File: src/rtl/midi_tx.sv
// midi_tx: MIDI 1.0 transmitter, one message per handshake, 8N1 UART framing.
// Optional running-status compression when MIDI_RUNNING_STATUS_EN is defined.
module midi_tx #(
    parameter int CLKS_PER_BIT = 768,
    parameter int IDLE_GAP     = 0
) (
    input  logic       clk,
    input  logic       rst_n,
    input  logic       msg_valid,
    output logic       msg_ready,
    input  logic [7:0] msg_status,
    input  logic [6:0] msg_data1,
    input  logic [6:0] msg_data2,
    output logic       txd,
    output logic       busy,
    output logic       byte_done,
    output logic       msg_err
);

    localparam int TW = $clog2(CLKS_PER_BIT);
    localparam logic [TW-1:0] BIT_TOP = TW'(CLKS_PER_BIT - 1);
    localparam logic [3:0] GAP_TOP = (IDLE_GAP > 0) ? 4'(IDLE_GAP - 1) : 4'd0;

    typedef enum logic [2:0] {
        S_IDLE,
        S_LOAD,
        S_START,
        S_DATA,
        S_STOP,
        S_GAP
    } state_t;

    state_t state_q, state_d;

    logic [TW-1:0] timer_q;
    logic [2:0]    bit_q;
    logic [3:0]    gap_q;
    logic [7:0]    st_q;
    logic [6:0]    d1_q;
    logic [6:0]    d2_q;
    logic [1:0]    idx_q;
    logic [1:0]    last_q;
    logic [7:0]    sh_q;
    logic          txd_q;
    logic          done_q;
    logic          err_q;

    logic          xfer;
    logic          tick;
    logic          is_cv;
    logic [1:0]    len;
    logic          rs_hit;
    logic [7:0]    cur_byte;

    assign xfer = msg_valid & msg_ready;
    assign tick = (timer_q == '0);

    // Message length from the status byte; zero marks an unsupported status.
    always_comb begin
        is_cv = msg_status[7] && (msg_status[7:4] != 4'hF);
        len   = 2'd0;
        unique case (1'b1)
            is_cv && (msg_status[7:5] != 3'b110): len = 2'd3;
            msg_status[7:5] == 3'b110:            len = 2'd2;
            msg_status[7:3] == 5'b11111:          len = 2'd1;
            default:                              len = 2'd0;
        endcase
    end

`ifdef MIDI_RUNNING_STATUS_EN
    logic [7:0] rs_q;

    assign rs_hit = is_cv && (msg_status == rs_q);

    always_ff @(posedge clk or negedge rst_n) begin
        if (!rst_n) begin
            rs_q <= 8'h00;
        end else if (xfer && is_cv) begin
            rs_q <= msg_status;
        end
    end
`else
    assign rs_hit = 1'b0;
`endif

    always_comb begin
        cur_byte = st_q;
        unique case (idx_q)
            2'd1:    cur_byte = {1'b0, d1_q};
            2'd2:    cur_byte = {1'b0, d2_q};
            default: cur_byte = st_q;
        endcase
    end

    always_ff @(posedge clk or negedge rst_n) begin
        if (!rst_n) begin
            state_q <= S_IDLE;
        end else begin
            state_q <= state_d;
        end
    end

    always_comb begin
        state_d = state_q;
        unique case (state_q)
            S_IDLE: begin
                if (xfer && (len != 2'd0)) state_d = S_LOAD;
            end
            S_LOAD: state_d = S_START;
            S_START: begin
                if (tick) state_d = S_DATA;
            end
            S_DATA: begin
                if (tick && (bit_q == 3'd7)) state_d = S_STOP;
            end
            S_STOP: begin
                if (tick) begin
                    if (idx_q != last_q) state_d = S_LOAD;
                    else if (IDLE_GAP != 0) state_d = S_GAP;
                    else state_d = S_IDLE;
                end
            end
            S_GAP: begin
                if (tick && (gap_q == 4'd0)) state_d = S_IDLE;
            end
            default: state_d = S_IDLE;
        endcase
    end

    always_ff @(posedge clk or negedge rst_n) begin
        if (!rst_n) begin
            timer_q <= '0;
            bit_q   <= 3'd0;
            gap_q   <= 4'd0;
            st_q    <= 8'h00;
            d1_q    <= 7'h00;
            d2_q    <= 7'h00;
            idx_q   <= 2'd0;
            last_q  <= 2'd0;
            sh_q    <= 8'h00;
        end else begin
            unique case (state_q)
                S_IDLE: begin
                    timer_q <= '0;
                    if (xfer && (len != 2'd0)) begin
                        st_q   <= msg_status;
                        d1_q   <= msg_data1;
                        d2_q   <= msg_data2;
                        idx_q  <= rs_hit ? 2'd1 : 2'd0;
                        last_q <= len - 2'd1;
                    end
                end
                S_LOAD: begin
                    timer_q <= BIT_TOP;
                    sh_q    <= cur_byte;
                end
                S_START: begin
                    timer_q <= tick ? BIT_TOP : timer_q - 1'b1;
                    if (tick) bit_q <= 3'd0;
                end
                S_DATA: begin
                    timer_q <= tick ? BIT_TOP : timer_q - 1'b1;
                    if (tick) begin
                        bit_q <= bit_q + 3'd1;
                        sh_q  <= {1'b0, sh_q[7:1]};
                    end
                end
                S_STOP: begin
                    timer_q <= tick ? BIT_TOP : timer_q - 1'b1;
                    if (tick) begin
                        gap_q <= GAP_TOP;
                        if (idx_q != last_q) idx_q <= idx_q + 2'd1;
                    end
                end
                S_GAP: begin
                    timer_q <= tick ? BIT_TOP : timer_q - 1'b1;
                    if (tick) gap_q <= gap_q - 4'd1;
                end
                default: timer_q <= '0;
            endcase
        end
    end

    // Line and pulses are registered one cycle behind the state so they stay
    // glitch-free; byte_done lands on the last cycle of the stop bit on txd.
    always_ff @(posedge clk or negedge rst_n) begin
        if (!rst_n) begin
            txd_q  <= 1'b1;
            done_q <= 1'b0;
            err_q  <= 1'b0;
        end else begin
            unique case (state_q)
                S_START: txd_q <= 1'b0;
                S_DATA:  txd_q <= sh_q[0];
                default: txd_q <= 1'b1;
            endcase
            done_q <= (state_q == S_STOP) && tick;
            err_q  <= xfer && (len == 2'd0);
        end
    end

    assign txd       = txd_q;
    assign byte_done = done_q;
    assign msg_err   = err_q;
    assign msg_ready = (state_q == S_IDLE);
    assign busy      = (state_q != S_IDLE);

endmodule

File: config.mk
export PLATFORM = sky130hd
export DESIGN_NAME = midi_tx
export DESIGN_NICKNAME = d
export VERILOG_FILES = /design/src/rtl/midi_tx.sv
export SDC_FILE = /design/constraint.sdc
export NUM_CORES = 1
export LEC_CHECK = 0
export CAP_MARGIN = 20
export CORE_UTILIZATION = 60
export DETAILED_ROUTE_END_ITERATION = 10
export MAX_ROUTING_LAYER = met4
export PLACE_DENSITY = 0.84
export SLEW_MARGIN = 10
export SYNTH_ARGS = -nofsm -noshare
export SYNTH_HDL_FRONTEND = slang
export SYNTH_SLANG_ARGS = --single-unit
File: constraint.sdc
create_clock -name clk -period 5.3 [get_ports clk]
set_clock_uncertainty 0.05 [all_clocks]
set_input_delay 1.06 -clock clk [delete_from_list [all_inputs] [get_ports clk]]
set_output_delay 1.06 -clock clk [all_outputs]
set_load 0.02 [all_outputs]
==> results of run 1 <==
## critical path, delay by kind of cell
family                     cells  cell delay [ns]
buffers and inverters          3             0.88
AOI/OAI and AO/OA              3             0.67
and+or+nand+nor                3             0.61
adders and majority gates      1             0.19
## power by group through the flow
stage | sequential [W] | clock (W) | combinational [W]
after floorplan | 0.000443 | 0 | 0.00000262
after global placement | 0.000443 | 0 | 0.0000304
after detailed placement | 0.000443 | 0 | 0.0000309
after CTS | 0.000435 | 0.000398 | 0.0000310
after global routing | 0.000435 | 0.000414 | 0.0000339
final | 0.000435 | 0.000393 | 0.0000301
## worst max-delay path by stage
stage                  start       end  slack, ns  cells after the start
6_report       msg_status[5]  idx_q[1]       2.10                     10
5_1_grt        msg_status[5]  idx_q[1]       1.86                     10
4_1_cts        msg_status[5]  idx_q[1]       1.89                      9
3_5_place_dp   msg_status[5]  idx_q[1]       1.54                      9
3_3_place_gp   msg_status[5]  idx_q[1]       1.61                      9
2_1_floorplan  msg_status[4]  idx_q[1]       2.64                     10
## sequential cells by signal (all words and copies together), names as in the netlist, 2 cells and up
register / flops
last_q: 2
state_q: 3
st_q: 8
idx_q: 2
d1_q: 7
d2_q: 7
sh_q: 8
gap_q: 4
timer_q: 10
bit_q: 3
## cells by family after synthesis
kind of cell | share of synthesized area, %
adder cells (fa/ha/maj) | 3.112
buffers and inverters | 2.935
AO/OA/AOI/OAI | 12.36
multiplexers | 15.30
flip-flops | 50.73
AND/OR/NAND/NOR | 13.38
XOR/XNOR | 2.179
## per-stage QoR
| stage | hold WS, ns | total power, W |
|---|---|---|
| final | 0.4282 | 0.0008586 |
| after global routing | 0.4577 | 0.0008828 |
| after CTS | 0.4311 | 0.0008645 |
| after detailed placement | 0.4168 | 0.0004740 |
| after global placement | 0.4094 | 0.0004736 |
| after floorplan | 0.3958 | 0.0004459 |
## placed cells by master, fill, tap and decap left out, types with 2 or more instances in the layout
| cell | count |
|---|---|
| dfrtp_1 | 56 |
| nand2_1 | 28 |
| mux2_2 | 28 |
| clkdlybuf4s50_1 | 28 |
| o21ai_0 | 18 |
| inv_1 | 12 |
| clkbuf_8 | 10 |
| nand3_1 | 9 |
| a21oi_1 | 9 |
| nor2_1 | 8 |
| a22oi_1 | 7 |
| mux2_4 | 7 |
| ha_1 | 7 |
| xnor2_1 | 5 |
| nor4_1 | 4 |
| o31ai_1 | 4 |
| nor2b_1 | 3 |
| a31oi_1 | 3 |
| a211o_1 | 3 |
| nand4_1 | 3 |
| nor3_1 | 3 |
| clkbuf_1 | 3 |
| nor3_2 | 2 |
| o21a_1 | 2 |
| and3_1 | 2 |
| xor2_1 | 2 |
| a2111o_1 | 2 |
| a21o_1 | 2 |
| clkinv_2 | 2 |
## metal layers
layer	GRT usage, %	wire [um]
met3	4.762	120
met4	10.20	89
met2	36.46	2475
met1	32.59	2546
met5	-	0
## layout make-up
cell class	count	area, um2
fill	321	1106
clock inverter	3	40.04
timing repair buffer	31	307.8
tap	52	65.06
multi-input combinational	174	1304
clock buffer	13	148.9
inverter	12	45.04
sequential	57	1428
==> flow_summary.ini, run 1 <==
[worst_setup_path]
r2r_end = sh_q[1]
crit_path_max_incr_delay_ns = 0.49
crit_type = primary input to register
reg2reg_slack_ns = 2.93
endpoint_kind = register
worstPathCellList = clkdlybuf4s50_1 > o21ai_0 > a21boi_0 > inv_1 > ha_1 > nor2b_1 > nand2_1 > buf_8 > a2111o_1 > nand3_1
worstPathArrival_ns = 3.42
rr_startpoint = timer_q[0]
worstRegToRegCells = 6
worstSetupStartpointType = primary input
required_ns = 5.52
crit_slowest_cell = clkdlybuf4s50_1
critPathMaxFanout = 17

[power_and_ir_drop]
p_clk_share_pct = 45.8
p_seq_share_pct = 50.7
swShare_pct = 20.67
total_leakage_power_nw = 1.538
p_int_w = 0.0006811
ir_worst_vdd_mv = 0.2008
combinationalPowerShare_pct = 3.5
power_density_mw_per_mm2 = 257.2
switching_power_w = 0.0001775

[cells_and_area]
finalNonFillerCells = 342
drive_gt1_share_pct = 19.66
final_area_mm2 = 0.003338
nets = 317
area_delta_synth_final_pct = 18.63
diodes = 0
post-route-util_pct = 75.11

[grt]
grt_max_degree = 58
grt_pass1_wl_mm = 8.990
grt_pass1_vias = 1962
track_usage_pct = 24.32
grt_overflow = 0
antenna_found_initial = 0

[cts]
htreeDepth = 3
cts_resized = 0
cts_setup_buffers = 0
clock_latency_ns = 0.33
cts_tree = built
clkSinkCount = 57
root_buffer = clkbuf_8
hold_buffers = 0
clk_pin_slew_ns = 0.06
clockBufferDepth = 2
numCtsBuffers = 9

[synthesis]
ys_seq_elements = 57
synth_common_cells = dfrtp_1 (56), mux2_2 (28), nand2_1 (28)
yosys_most_used_dff = dfrtp_1
synthMostInstantiatedCell = dfrtp_1
synth_cell_types = 41
synth.largest_area_cell = dfrtp_1
syn-num-nets = 283
synth_edf_count = 0
yosys.area.top_type_share_pct = 49.80
async_flop_share_pct = 100.0
synth_top_cells_by_area = dfrtp_1 (50%), mux2_2 (11%), mux2_4 (3.7%), nand2_1 (3.7%), o21ai_0 (3.2%)
netlist_area_mm2 = 0.002814
synth_area_per_cell_um2 = 11.21
ys_warn_count = 0
seq_area_frac_synth_pct = 50.73
netlist_instances = 251

[hold_path]
hold_path_depth = 1
hold_path.class = register to register
hold-path-endpoint = sh_q[7]
worstHoldStart = sh_q[7]

[routing]
via_count = 1986
wl_per_cell_um = 15.30
drt_iter0_markers = 202
via_per_inst = 5.807
dr.pass1.iters = 4
post-route-drc-count = 0
ant_nets = 0
drt-total-wl_mm = 5.231

[timing]
min_period_ns = 3.204
hold_violations = 0
tns_ns = 0
rsz0062_at_grt = false
slew_headroom_pct = 51.95
fin_crit_sh_pct = 60.45
fin_ws_ns = 2.096
maxSlewViolCount = 0
fmax_mhz = 312.1
max_slew.worst_pin.slew_ns = 0.7207
setup_viol = 0

[floorplan]
die_w_um = 70.48
ios = 30
core_area_mm2 = 0.004444
fp.dieH_um = 70.48
start_util_pct = 63.32
die_area_mm2 = 0.004967
rows = 24

[placement]
gp_congestion = 0.7947
dpl.cell_count = 325
port_buffers = 29
place_ws_ns = 1.544
dp_hpwl_mm = 3.621
place_area_mm2 = 0.003134

[flow_run]
max_cap_violations = 0

[status]
outcome = finished clean
Note: power is estimated with default switching activity, not from simulation.
==> run 2: changes to the inputs <==
--- a/config.mk
+++ b/config.mk
@@ -6,10 +6,10 @@
 export NUM_CORES = 1
 export LEC_CHECK = 0
 export CAP_MARGIN = 20
-export CORE_UTILIZATION = 60
+export CORE_UTILIZATION = 51
 export DETAILED_ROUTE_END_ITERATION = 10
 export MAX_ROUTING_LAYER = met4
-export PLACE_DENSITY = 0.84
+export PLACE_DENSITY = 0.76
 export SLEW_MARGIN = 10
 export SYNTH_ARGS = -nofsm -noshare
 export SYNTH_HDL_FRONTEND = slang
==> constraint.sdc (replaced) <==
create_clock -name clk -period 2.8 [get_ports clk]
set_clock_uncertainty 0.05 [all_clocks]
set_input_delay 0.56 -clock clk [delete_from_list [all_inputs] [get_ports clk]]
set_output_delay 0.56 -clock clk [all_outputs]
set_load 0.02 [all_outputs]
==> run 2 against run 1 <==
Design area barely moved. Count of clock-buffer cells in the layout fell by 1. Wire length fell by 1.5%. Hold slack got worse by 0.24 ns. Global-route usage fell by 3.8 points. Setup slack got worse by 1.8 ns. Critical path type is now register to output port. Highest routed layer unchanged.
==> flow_summary.ini, run 2 (synthesis results as in run 1) <==
[power_and_ir_drop]
p_clk_share_pct = 41.6
power_density_mw_per_mm2 = 452.6
ir_worst_vdd_mv = 0.3527
combinationalPowerShare_pct = 3.9
p_total_w = 0.001511
total_leakage_power_nw = 1.530
p_seq_share_pct = 54.5
switching_power_w = 0.0003385
p_int_w = 0.001173
swShare_pct = 22.40

[worst_setup_path]
endpoint_kind = output port
rr_startpoint = timer_q[0]
worstRegToRegCells = 6
cp-endpoint = msg_ready
crit_type = register to output port
critPathMaxFanout = 10
worstSetupStartpoint = state_q[2]
worstPathArrival_ns = 1.86
worstSetupStartpointType = register
reg2reg_slack_ns = 0.44
r2r_end = sh_q[2]
required_ns = 2.19

[cells_and_area]
regMostFlops = timer_q
nets = 318
layout_common_cells = dfrtp_1 (56), nand2_1 (28), mux2_2 (28), clkdlybuf4s50_1 (28), o21ai_0 (18)
diodes = 0
drive_gt1_share_pct = 19.93
final_common_cell = dfrtp_1
top_regs = timer_q (10), sh_q (8), st_q (8)
area_delta_synth_final_pct = 18.67
largest_register_ffs = 10

[timing]
setup_viol = 0
hold_violations = 0
fin_ws_ns = 0.3292
fmax_mhz = 404.7
hold_ws_ns = 0.1924
fin_crit_sh_pct = 88.24
slew_headroom_pct = 57.20
min_period_ns = 2.471
maxSlewViolCount = 0
tns_ns = 0
max_slew.worst_pin.slew_ns = 0.6420
rsz0062_at_grt = false

[cts]
cts_resized = 0
clock_latency_ns = 0.33
root_buffer = clkbuf_8
clockBufferDepth = 2
clk_pin_slew_ns = 0.06
hold_buffers = 0
numCtsBuffers = 9
htreeDepth = 3
cts_tree = built
clkSinkCount = 57
cts_setup_buffers = 0

[floorplan]
ios = 30
start_util_pct = 54.06
die_w_um = 76.28
core_area_mm2 = 0.005205
rows = 26
die_area_mm2 = 0.005819
fp.dieH_um = 76.28

[grt]
antenna_found_initial = 0
grt_overflow = 0
grt_pass1_vias = 1963
grt_max_degree = 31
track_usage_pct = 20.48
grt_pass1_wl_mm = 8.963

[placement]
place_ws_ns = 0.06200
dp_hpwl_mm = 3.731
gp_congestion = 0.7910
port_buffers = 29

[status]
outcome = finished clean

[flow_run]
max_cap_violations = 0

[routing]
drt_iter0_markers = 127
drt-total-wl_mm = 5.151
via_count = 1998
via_per_inst = 5.535
wl_per_cell_um = 14.27
dr.pass1.iters = 7
post-route-drc-count = 0
ant_nets = 0

[hold_path]
hold_path.class = primary input to async pin
-- run 2: cell types whose count changed in the layout (fill, tap and decap cells not counted) --
cell	previous run	this run
clkinv_2	2	4
bufinv_16	1	0
buf_4	1	2
buf_8	1	0
buf_12	0	1
clkbuf_8	10	9
-- run 2: how the worst min path moves through the flow --
stage / to / slack, ns / depth (start not counted)
floorplan: bit_q[0] / 0.21 / 0
global placement: sh_q[7] / 0.41 / 1
detailed placement: sh_q[7] / 0.42 / 1
CTS: timer_q[3] / 0.21 / 1
global route: timer_q[3] / 0.25 / 1
finish: timer_q[3] / 0.19 / 1
-- run 2: cell type report --
class | count | area (um2)
tap | 70 | 87.58
sequential | 57 | 1428
clock inverter | 4 | 20.02
multi-input combinational | 174 | 1304
inverter | 12 | 45.04
timing repair buffer | 32 | 320.3
clock buffer | 12 | 135.1
fill | 444 | 1866
-- run 2: worst max-delay path, stage by stage (launching register included) --
cell and delay (ns):
dfrtp_1 0.49, nor3_2 0.36, clkdlybuf4s50_1 0.67
-- run 2: metal layers --
| metal | up-vias | track usage (%) | wire length [um] |
|---|---|---|---|
| met1 | 972 | 26.98 | 2503 |
| met2 | 38 | 29.73 | 2383 |
| met3 | 10 | 4.311 | 144 |
| met5 | - | - | 0 |
| li1 | 978 | - | - |
| met4 | 0 | 10.96 | 121 |
-- run 2: power groups by stage --
stage               sequential, W  clock [W]  combinational, W
detailed placement       0.000839          0         0.0000605
finish                   0.000824   0.000629         0.0000587
global placement         0.000839          0         0.0000603
global route             0.000823   0.000678         0.0000662
floorplan                0.000839          0        0.00000496
CTS                      0.000824   0.000641         0.0000608
-- run 2: metrics by stage --
step           cells  cell area [um2]  utilization (%)
5_1_grt          361             3339            64.16
2_1_floorplan    251             2814                -
3_3_place_gp     345             3184            61.18
3_5_place_dp     345             3184            61.18
6_report         361             3339            64.16
4_1_cts          361             3339            64.16
